--- config.mk ---
export PLATFORM = sky130hd
export DESIGN_NAME = ibus_arb
export DESIGN_NICKNAME = d
export VERILOG_FILES = /design/src/rtl/ibus_arb.sv
export SDC_FILE = /design/constraint.sdc
export NUM_CORES = 1
export LEC_CHECK = 0
export ABC_AREA = 1
export ABC_CLOCK_PERIOD_IN_PS = 4200
export CAP_MARGIN = 10
export CELL_PAD_IN_SITES_DETAIL_PLACEMENT = 0
export CELL_PAD_IN_SITES_GLOBAL_PLACEMENT = 1
export CORE_ASPECT_RATIO = 0.75
export CORE_MARGIN = 10
export CORE_UTILIZATION = 26
export CTS_CLUSTER_DIAMETER = 80
export CTS_CLUSTER_SIZE = 8
export DETAILED_ROUTE_END_ITERATION = 6
export PLACE_DENSITY_LB_ADDON = 0.2
export SETUP_SLACK_MARGIN = 0.2
export SYNTH_ARGS = -nofsm -noshare
export SYNTH_HDL_FRONTEND = slang
export SYNTH_SLANG_ARGS = --single-unit
export TNS_END_PERCENT = 100
--- constraint.sdc ---
create_clock -name clk -period 4.2 [get_ports clk]
set_input_delay 0.63 -clock clk [delete_from_list [all_inputs] [get_ports clk]]
set_output_delay 0.63 -clock clk [all_outputs]
set_load 0.02 [all_outputs]
--- src/rtl/ibus_arb.sv ---
// ibus_arb: two-requester instruction bus arbiter with starvation guard and 1-cycle read return
module ibus_arb #(
  parameter int DW = 16,
  parameter int AW = 16,
  parameter int STARVE = 4
) (
  input  logic          clk,
  input  logic          rst_n,
  input  logic          m0_req,
  input  logic [AW-1:0] m0_addr,
  output logic          m0_gnt,
  output logic          m0_rvalid,
  output logic [DW-1:0] m0_rdata,
  input  logic          m1_req,
  input  logic [AW-1:0] m1_addr,
  output logic          m1_gnt,
  output logic          m1_rvalid,
  output logic [DW-1:0] m1_rdata,
  output logic [AW-1:0] ibus_addr,
  input  logic [DW-1:0] ibus_dout
);
  typedef enum logic [1:0] {OWN_NONE, OWN_M0, OWN_M1} own_t;
  localparam logic [3:0] SMAX = 4'(STARVE);
  own_t owner, owner_nx;
  logic [3:0] starve, starve_nx;
  logic [AW-1:0] last_addr;
  always_comb begin
    m1_gnt = rst_n & m1_req & (~m0_req | (starve == SMAX));
    m0_gnt = rst_n & m0_req & ~m1_gnt;
    ibus_addr = m0_gnt ? m0_addr : m1_gnt ? m1_addr : last_addr;
    owner_nx = m0_gnt ? OWN_M0 : m1_gnt ? OWN_M1 : OWN_NONE;
    starve_nx = (m1_req & ~m1_gnt) ? ((starve == SMAX) ? starve : starve + 4'd1) : 4'd0;
  end
  always_ff @(posedge clk or negedge rst_n) begin
    if (!rst_n) begin
      owner <= OWN_NONE;
      starve <= 4'd0;
      last_addr <= '0;
    end else begin
      owner <= owner_nx;
      starve <= starve_nx;
      if (m0_gnt | m1_gnt) last_addr <= ibus_addr;
    end
  end
  // owner records last cycle's grant, so it marks whose data is on ibus_dout now
  assign m0_rvalid = (owner == OWN_M0);
  assign m1_rvalid = (owner == OWN_M1);
  assign m0_rdata = m0_rvalid ? ibus_dout : '0;
  assign m1_rdata = m1_rvalid ? ibus_dout : '0;
endmodule

==> impl_metrics.env, run 1 <==
export IMPL_reg2reg_to="starve[2]$_DFFE_PN0P_"
export IMPL_clock_latency_ns=0.25
export IMPL_firstDrtPassIters=4
export IMPL_clock_skew_ns=0.00254
export IMPL_fin_setup_tns_ns=0
export IMPL_synthTopCellsByArea="dfrtp_1, nand2_1, nand3_2"
export IMPL_gp_congestion=0.770
export IMPL_seq_area_frac_synth=0.345
export IMPL_p_seq_frac=0.377
export IMPL_peakVddDrop_mv=0.139
export IMPL_syn_nets=277
export IMPL_status="finished clean"
export IMPL_finalNetCount=379
export IMPL_worst_pin_slew_ns=0.560
export IMPL_yosysTopAreaCellShare=0.345
export IMPL_p_total_uw=660
export IMPL_grt_start_max_net_pins=19
export IMPL_overflow=0
export IMPL_power_net_switching_uw=224
export IMPL_clock_fmax_mhz=289
export IMPL_rows=24
export IMPL_core_region_area_mm2=0.00589
export IMPL_power_density_mw_per_mm2=244
export IMPL_hpwl_um=4540
export IMPL_die_w_um=110
export IMPL_synth_cell_types=22
export IMPL_cts_resized_gates=0
export IMPL_min_to="last_addr[8]$_DFFE_PN0P_"
export IMPL_die_h_um=87.8
export IMPL_insertedDiodeCount=0
export IMPL_fin_crit_sh=0.824
export IMPL_ant_nets=0
export IMPL_drc_errors=0
export IMPL_whs_path_depth=4
export IMPL_endpoint_kind="output port"
export IMPL_reg2regPathDepth=7
export IMPL_drtIter0Drc=62
export IMPL_first_global_vias=1724
export IMPL_p_leak_uw=0.00133
export IMPL_swShare=0.339
export IMPL_drive_above_1_share=0.0991
export IMPL_use_met2=0.182
export IMPL_setup_viol=0
export IMPL_max_clock_path_buffers=2
export IMPL_cpMaxStageDelayCell="clkdlybuf4s50_1"
export IMPL_start_kind="primary input"
export IMPL_clk_pin_slew_ns=0.07
export IMPL_use_met1=0.134
export IMPL_io_pins=104
export IMPL_grt_use_total=0.113
export IMPL_crit_top_cell="clkdlybuf4s50_1"
export IMPL_hold_class="reg2reg"
export IMPL_numCtsBuffers=3
export IMPL_hold_violations=0
export IMPL_synth_cells=223
export IMPL_h_tree_depth=1
export IMPL_routed_via_density=4.22
export IMPL_post_cts_buffers=0
export IMPL_initial_utilization=0.271
export IMPL_drt_wl_total_um=5680
export IMPL_maxCapViolations=0
export IMPL_r2r_start="starve[0]$_DFFE_PN0P_"
export IMPL_stdcell_area_mm2=0.00270
export IMPL_yosys_warnings=0
export IMPL_vias=1694
export IMPL_ff2ff_setup_slack_ns=2.60
export IMPL_synth_top_cell_by_area="dfrtp_1"
export IMPL_slowest_delay_ns=0.55
export IMPL_area_growth_pct=69.5
export IMPL_cts_tree="built"
export IMPL_cp_max_fo=18
export IMPL_path_cells="clkdlybuf4s50_1, buf_4, nand2_2, clkinv_2, nand3_1, nand2_1, clkdlybuf4s50_1"
export IMPL_synth_area_mm2=0.00160
export IMPL_wire_per_inst_um=14.2
export IMPL_dieArea_mm2=0.00970
export IMPL_root_buffer="clkbuf_8"
export IMPL_combPwrFrac=0.433
export IMPL_arrival_ns=2.83
export IMPL_place_area_mm2=0.00266
export IMPL_slew_headroom=0.626
export IMPL_worst_endpoint_required_ns=3.57
export IMPL_cts_hold_buf=0
export IMPL_cts_num_sinks=22
export IMPL_postLayoutCoreUtil=0.459
export IMPL_ys_ff_latch=22
export IMPL_crit_type="in2out"
export IMPL_clkPwrFrac=0.190
export IMPL_min_from="last_addr[8]$_DFFE_PN0P_"
export IMPL_port_buffers=103
export IMPL_syn_avg_cell_area_um2=7.15
export IMPL_intPower_uw=436
export IMPL_use_met3=0.0540
export IMPL_grt_setup_unrepaired="no"
export IMPL_grt_pass1_wl_um=9150
export IMPL_slew_viol_final=0
export IMPL_min_period_ns=3.46
export IMPL_antenna_found_initial=0
export IMPL_grt_busiest_layer="met2"
## power by group through the flow
| stage | Combinational (uW) | Clock [uW] | Sequential, uW |
|---|---|---|---|
| finish | 286 | 125 | 249 |
| global route | 315 | 141 | 250 |
| CTS | 291 | 129 | 249 |
| detailed placement | 289 | 0 | 253 |
| global placement | 290 | 0 | 252 |
| floorplan | 151 | 0 | 250 |
## layout by cell type, fill, tap and decap left out, types with 3 or more instances in the layout
master,instances
clkdlybuf4s50_1,103
nand2_1,53
inv_1,38
nor2_1,35
nand3_1,31
dfrtp_1,22
nand3_2,19
nand4_1,3
a21oi_1,3
clkbuf_8,3
## how the worst max path moves through the flow
stage,startpoint,end,slack (ns),depth (start not counted)
after CTS,rst_n,ibus_addr[5],0.70,7
after floorplan,starve[0]$_DFFE_PN0P_,m0_gnt,2.05,8
after global routing,rst_n,ibus_addr[5],0.55,7
after global placement,rst_n,m0_gnt,0.73,7
after detailed placement,rst_n,ibus_addr[5],0.72,7
final,rst_n,ibus_addr[5],0.74,7
## synthesized netlist by cell type
| cell | n |
|---|---|
| xnor2_1 | 1 |
| inv_2 | 2 |
| buf_12 | 1 |
| buf_8 | 1 |
| nand2_1 | 53 |
| nand3_1 | 31 |
| dfrtp_1 | 22 |
| clkbuf_1 | 2 |
| nand2_2 | 2 |
| buf_2 | 1 |
| a21oi_1 | 3 |
| buf_6 | 1 |
| clkbuf_8 | 1 |
| buf_1 | 1 |
| nand2_8 | 2 |
| nand4_1 | 3 |
| ha_1 | 2 |
| clkinv_2 | 1 |
| inv_1 | 38 |
| nor2_1 | 35 |
| nand3_2 | 19 |
| nand3_4 | 1 |
## state kept, by name (all words and copies together), names as in the netlist
register / flops
last_addr: 16
starve: 4
owner: 2
## logic make-up (layout without fill, tap and decap cells)
group	after synthesis	after routing	synth area share
AOI/OAI and AO/OA	3	3	0.00941
DFF	22	22	0.345
and+or+nand+nor	146	146	0.479
buffers and inverters	49	149	0.145
xor gates and xnor gates	1	1	0.00549
adders and majority gates	2	2	0.0157
## area by class of cell
| type | count | area, um2 |
|---|---|---|
| Timing Repair Buffer | 105 | 1050 |
| Tap cell | 78 | 97.6 |
| Fill cell | 599 | 3180 |
| Clock buffer | 3 | 41.3 |
| Multi-Input combinational cell | 152 | 813 |
| Sequential cell | 22 | 551 |
| Inverter | 41 | 155 |
## stage by stage
stage / hold slack [ns] / setup slack [ns] / std cells
floorplan: 0.334 / 2.05 / 223
global placement: 0.561 / 0.725 / 398
detailed placement: 0.563 / 0.716 / 398
CTS: 0.583 / 0.704 / 401
global route: 0.608 / 0.548 / 401
finish: 0.579 / 0.740 / 401
## layer usage
metal	wire [um]	vias to the layer above
met5	0	-
met2	2340	84
met1	2680	722
met3	623	2
li1	-	886
met4	40	0
## critical path: cells and delay by family
kind / cells / cell delay (ns)
AND/OR/NAND/NOR: 3 / 0.61
buffers and inverters: 4 / 1.59
Note: power is estimated with default switching activity, not from simulation.
==> run 2: changes to the inputs <==
--- a/config.mk
+++ b/config.mk
@@ -6,13 +6,13 @@
 export NUM_CORES = 1
 export LEC_CHECK = 0
 export ABC_AREA = 1
-export ABC_CLOCK_PERIOD_IN_PS = 4200
+export ABC_CLOCK_PERIOD_IN_PS = 3000
 export CAP_MARGIN = 10
 export CELL_PAD_IN_SITES_DETAIL_PLACEMENT = 0
 export CELL_PAD_IN_SITES_GLOBAL_PLACEMENT = 1
 export CORE_ASPECT_RATIO = 0.75
 export CORE_MARGIN = 10
-export CORE_UTILIZATION = 26
+export CORE_UTILIZATION = 22
 export CTS_CLUSTER_DIAMETER = 80
 export CTS_CLUSTER_SIZE = 8
 export DETAILED_ROUTE_END_ITERATION = 6
==> constraint.sdc (replaced) <==
create_clock -name clk -period 3 [get_ports clk]
set_input_delay 0.45 -clock clk [delete_from_list [all_inputs] [get_ports clk]]
set_output_delay 0.45 -clock clk [all_outputs]
set_load 0.02 [all_outputs]
==> run 2 against run 1 <==
First-iteration DRC count rose by 15%. Clock skew increased by 0.0027 ns. Power increased by 54%. Critical endpoint is now m1_gnt. Largest cell class unchanged. Largest power group unchanged.
==> impl_metrics.env, run 2 (synthesized netlist as in run 1, its figures left out) <==
export IMPL_cts_tree="built"
export IMPL_grt_use_total=0.102
export IMPL_overflow=0
export IMPL_clk_pin_slew_ns=0.09
export IMPL_first_global_vias=1777
export IMPL_fin_crit_sh=0.884
export IMPL_max_clock_path_buffers=2
export IMPL_antenna_found_initial=0
export IMPL_worst_pin_slew_ns=0.565
export IMPL_die_h_um=93.7
export IMPL_drtIter0Drc=71
export IMPL_grt_pass1_wl_um=9320
export IMPL_hpwl_um=4720
export IMPL_grt_setup_unrepaired="no"
export IMPL_crit_type="reg2out"
export IMPL_wire_per_inst_um=13.7
export IMPL_fillCellCount=724
export IMPL_regArea_um2=551
export IMPL_drt_wl_total_um=5870
export IMPL_fin_setup_tns_ns=0
export IMPL_cp_max_fo=18
export IMPL_instances_no_fill=428
export IMPL_peakVddDrop_mv=0.169
export IMPL_largest_registers="last_addr: 16 flops, starve: 4 flops, owner: 2 flops"
export IMPL_largest_reg_flops=16
export IMPL_layout_common_cells="clkdlybuf4s50_1, nand2_1, inv_1"
export IMPL_h_tree_depth=1
export IMPL_p_leak_uw=0.00152
export IMPL_status="finished clean"
export IMPL_endpoint_kind="output port"
export IMPL_min_period_ns=2.65
export IMPL_maxCapViolations=0
export IMPL_insertedDiodeCount=0
export IMPL_dieArea_mm2=0.0111
export IMPL_setup_viol=0
export IMPL_rows=26
export IMPL_gp_congestion=0.731
export IMPL_die_w_um=118
export IMPL_multi_input_area_um2=813
export IMPL_finalNetCount=385
export IMPL_core_region_area_mm2=0.00693
export IMPL_slew_viol_final=0
export IMPL_cts_num_sinks=22
export IMPL_clock_fmax_mhz=377
export IMPL_clock_skew_ns=0.00522
export IMPL_cts_hold_buf=0
export IMPL_port_buffers=103
export IMPL_firstDrtPassIters=5
export IMPL_hold_violations=0
export IMPL_worst_endpoint_required_ns=2.55
export IMPL_initial_utilization=0.230
export IMPL_hold_class="reg2reg"
export IMPL_cts_resized_gates=7
export IMPL_root_buffer="clkbuf_8"
export IMPL_arrival_ns=2.20
export IMPL_vias=1697
export IMPL_post_cts_buffers=0
export IMPL_power_density_mw_per_mm2=361
export IMPL_top_register="last_addr"
export IMPL_io_pins=104
export IMPL_drc_errors=0
export IMPL_routed_via_density=3.96
export IMPL_clock_latency_ns=0.26
export IMPL_final_common_cell="clkdlybuf4s50_1"
export IMPL_grt_start_max_net_pins=19
export IMPL_worst_hold_slack_ns=0.576
export IMPL_drive_above_1_share=0.118
export IMPL_numCtsBuffers=3
export IMPL_slew_headroom=0.623
export IMPL_ant_nets=0
export IMPL_start_kind="register"
export IMPL_postLayoutCoreUtil=0.407
export IMPL_area_growth_pct=76.8
export IMPL_place_inst=424
run 2: critical path, stage by stage, from the launching register on:
cell             delay, ns
dfrtp_1               0.43
inv_1                 0.09
ha_1                  0.23
nand3_4               0.15
nand2_8               0.15
nand2_8               0.14
inv_2                 0.10
clkdlybuf4s50_1       0.63
run 2: metal layers:
| metal | GRT usage | vias up | wire (um) |
|---|---|---|---|
| met4 | 0.0185 | 0 | 41 |
| li1 | - | 898 | - |
| met2 | 0.166 | 79 | 2490 |
| met1 | 0.127 | 718 | 2770 |
| met3 | 0.0390 | 2 | 560 |
| met5 | 0 | - | 0 |
run 2: path summary, 6_finish.rpt:
check	startpoint	endpoint	slack, ns	depth (start not counted)
worst max register to register	starve[0]$_DFFE_PN0P_	starve[0]$_DFFE_PN0P_	1.43	7
worst min register to register	last_addr[3]$_DFFE_PN0P_	last_addr[3]$_DFFE_PN0P_	0.58	4
min in group asynchronous	rst_n	last_addr[4]$_DFFE_PN0P_	0.64	2
max in group asynchronous	rst_n	last_addr[11]$_DFFE_PN0P_	2.19	2
worst min-delay path	last_addr[3]$_DFFE_PN0P_	last_addr[3]$_DFFE_PN0P_	0.58	4
worst max-delay path	starve[0]$_DFFE_PN0P_	m1_gnt	0.35	7
run 2: final cells by class:
type | instances | share of cell area
timing repair buffer | 111 | 0.393
multi-input combinational | 152 | 0.288
sequential | 22 | 0.195
inverter | 41 | 0.0550
tap | 98 | 0.0435
clock buffer | 3 | 0.0146
clock inverter | 1 | 0.0106
run 2: stage by stage:
stage / total power (uW) / cell area (um2) / setup slack (ns)
6_report: 1020 / 2820 / 0.347
3_3_place_gp: 766 / 2730 / 0.255
2_1_floorplan: 561 / 1600 / 1.03
4_1_cts: 1040 / 2800 / 0.201
3_5_place_dp: 766 / 2730 / 0.242
5_1_grt: 1090 / 2820 / 0.216
run 2: power by group:
part	leakage, uW	internal, uW	switching (uW)
clock network	0.0000357	178	100
logic	0.00121	183	210
registers	0.000281	331	15.3
total	0.00152	692	326
==> run 3: changes to the inputs <==
--- a/config.mk
+++ b/config.mk
@@ -8,16 +8,15 @@
 export ABC_AREA = 1
 export ABC_CLOCK_PERIOD_IN_PS = 3000
 export CAP_MARGIN = 10
-export CELL_PAD_IN_SITES_DETAIL_PLACEMENT = 0
-export CELL_PAD_IN_SITES_GLOBAL_PLACEMENT = 1
 export CORE_ASPECT_RATIO = 0.75
 export CORE_MARGIN = 10
-export CORE_UTILIZATION = 22
+export CORE_UTILIZATION = 33
 export CTS_CLUSTER_DIAMETER = 80
 export CTS_CLUSTER_SIZE = 8
 export DETAILED_ROUTE_END_ITERATION = 6
 export PLACE_DENSITY_LB_ADDON = 0.2
 export SETUP_SLACK_MARGIN = 0.2
+export SKIP_LAST_GASP = 1
 export SYNTH_ARGS = -nofsm -noshare
 export SYNTH_HDL_FRONTEND = slang
 export SYNTH_SLANG_ARGS = --single-unit
==> run 3 against run 2 <==
Power is 5.9% lower. Critical path depth grew 1. Cell count fell by 10%. Non-clock buffer count is 3 lower. Hold slack worse by 0.0031 ns. Combinational power is essentially flat. Sequential power about the same. Clock power fell by 23%. Design area fell by 1.8%. Setup slack lost 0.10 ns. Highest routed layer unchanged.
==> impl_metrics.env, run 3 (synthesized netlist as in run 1, its figures left out) <==
export IMPL_status="finished clean"
export IMPL_p_seq_frac=0.362
export IMPL_overflow=0
export IMPL_finalNetCount=382
export IMPL_clk_pin_slew_ns=0.08
export IMPL_hold_class="reg2reg"
export IMPL_start_kind="primary input"
export IMPL_h_tree_depth=1
export IMPL_port_buffers=103
export IMPL_largest_registers="last_addr: 16 flops, starve: 4 flops, owner: 2 flops"
export IMPL_area_growth_pct=73.6
export IMPL_first_global_vias=1655
export IMPL_wl_met2_um=2430
export IMPL_vias=1709
export IMPL_clock_fmax_mhz=363
export IMPL_maxCapViolations=0
export IMPL_antenna_found_initial=0
export IMPL_hpwl_um=4540
export IMPL_numCtsBuffers=3
export IMPL_slew_viol_final=0
export IMPL_ff2ff_setup_slack_ns=1.43
export IMPL_crit_type="in2out"
export IMPL_wire_per_inst_um=14.4
export IMPL_cpMaxStageDelayCell="clkdlybuf4s50_1"
export IMPL_endpoint_kind="output port"
export IMPL_grt_setup_unrepaired="yes"
export IMPL_grt_start_max_net_pins=19
export IMPL_die_w_um=100
export IMPL_routed_top_layer="met4"
export IMPL_cts_tree="built"
export IMPL_top_register="last_addr"
export IMPL_peakVddDrop_mv=0.255
export IMPL_initial_utilization=0.349
export IMPL_fin_crit_sh=0.918
export IMPL_routed_via_density=4.45
export IMPL_fillCellCount=435
export IMPL_clock_latency_ns=0.27
export IMPL_arrival_ns=2.30
export IMPL_clkPwrFrac=0.224
export IMPL_crit_family="buffers and inverters"
export IMPL_stdcell_area_mm2=0.00277
export IMPL_power_density_mw_per_mm2=346
export IMPL_setup_viol=0
export IMPL_grt_pass1_wl_um=8610
export IMPL_root_buffer="clkbuf_8"
export IMPL_die_h_um=80.2
export IMPL_clock_skew_ns=0.00316
export IMPL_slowest_delay_ns=0.58
export IMPL_gp_congestion=0.770
export IMPL_power_net_switching_uw=321
export IMPL_insertedDiodeCount=0
export IMPL_swShare=0.335
export IMPL_worst_pin_slew_ns=0.543
export IMPL_intPower_uw=637
export IMPL_drive_above_1_share=0.110
export IMPL_wl_met3_um=691
export IMPL_crit_top_cell="clkdlybuf4s50_1"
export IMPL_io_pins=104
export IMPL_drt_met1_wl_um=2360
export IMPL_rows=21
export IMPL_fin_setup_tns_ns=0
export IMPL_slew_headroom=0.637
export IMPL_drc_errors=0
export IMPL_combPwrFrac=0.414
export IMPL_path_cells="clkdlybuf4s50_1, nand2_2, inv_2, buf_12, nand2_8, nand3_1, nand2_1, clkdlybuf4s50_1"
export IMPL_worst_endpoint_required_ns=2.55
export IMPL_post_cts_buffers=0
export IMPL_cp_max_fo=18
export IMPL_drtIter0Drc=97
export IMPL_max_clock_path_buffers=2
export IMPL_ant_nets=0
export IMPL_p_leak_uw=0.00157
export IMPL_crit_buf_inv=4
export IMPL_core_region_area_mm2=0.00457
export IMPL_grt_use_total=0.131
export IMPL_hold_violations=0
export IMPL_largest_reg_flops=16
export IMPL_cts_num_sinks=22
export IMPL_dieArea_mm2=0.00804
export IMPL_layout_common_cells="clkdlybuf4s50_1, nand2_1, inv_1"
export IMPL_firstDrtPassIters=4
export IMPL_final_common_cell="clkdlybuf4s50_1"
export IMPL_cts_hold_buf=0
export IMPL_drt_wl_total_um=5540
export IMPL_min_period_ns=2.75
export IMPL_place_area_mm2=0.00267
run 3: per-layer routing:
metal / track usage / up-vias
li1: - / 894
met1: 0.154 / 736
met2: 0.208 / 74
met3: 0.0667 / 5
met4: 0.0338 / 0
met5: 0 / -
run 3: tightest hold or removal path, cell delays in order, from the launching register on:
cell and delay (ns):
dfrtp_1 0.33, nand3_1 0.07, nand2_1 0.06, inv_1 0.04, nand2_1 0.05
run 3: power by group through the flow:
stage / combinational (uW) / clock, uW / sequential, uW
finish: 396 / 215 / 347
global route: 436 / 229 / 352
CTS: 410 / 218 / 347
detailed placement: 408 / 0 / 353
global placement: 407 / 0 / 352
floorplan: 211 / 0 / 350
run 3: what timing repair did:
item / CTS / global route
gates resized for setup: 2 / 16
pin swaps: 0 / 0
endpoints found under the setup margin: 4 / 17
run 3: path summary, 6_finish.rpt:
| path | startpoint | to | cells past startpoint |
|---|---|---|---|
| max in group asynchronous | rst_n | starve[3]$_DFFE_PN0P_ | 2 |
| worst min register to register | last_addr[12]$_DFFE_PN0P_ | last_addr[12]$_DFFE_PN0P_ | 4 |
| worst min-delay path | last_addr[12]$_DFFE_PN0P_ | last_addr[12]$_DFFE_PN0P_ | 4 |
| worst max-delay path | rst_n | ibus_addr[3] | 8 |
| worst max register to register | starve[0]$_DFFE_PN0P_ | starve[1]$_DFFE_PN0P_ | 7 |
| min in group asynchronous | rst_n | last_addr[3]$_DFFE_PN0P_ | 2 |
run 3: cell type report:
type	count	area [um2]	area share
Timing Repair Buffer	108	1120	0.404
Tap cell	57	71.3	0.0258
Multi-Input combinational cell	152	813	0.294
Sequential cell	22	551	0.199
Inverter	41	159	0.0574
Clock buffer	4	55.1	0.0199
run 3: per-stage QoR:
stage / util / total power (uW) / cells / worst slack (ns) / hold WS, ns
3_3_place_gp: 0.584 / 759 / 380 / 0.197 / 0.554
4_1_cts: 0.597 / 975 / 384 / 0.217 / 0.582
2_1_floorplan: - / 561 / 223 / 1.03 / 0.154
3_5_place_dp: 0.584 / 761 / 380 / 0.196 / 0.562
6_report: 0.606 / 958 / 384 / 0.246 / 0.573
5_1_grt: 0.606 / 1020 / 384 / 0.128 / 0.617
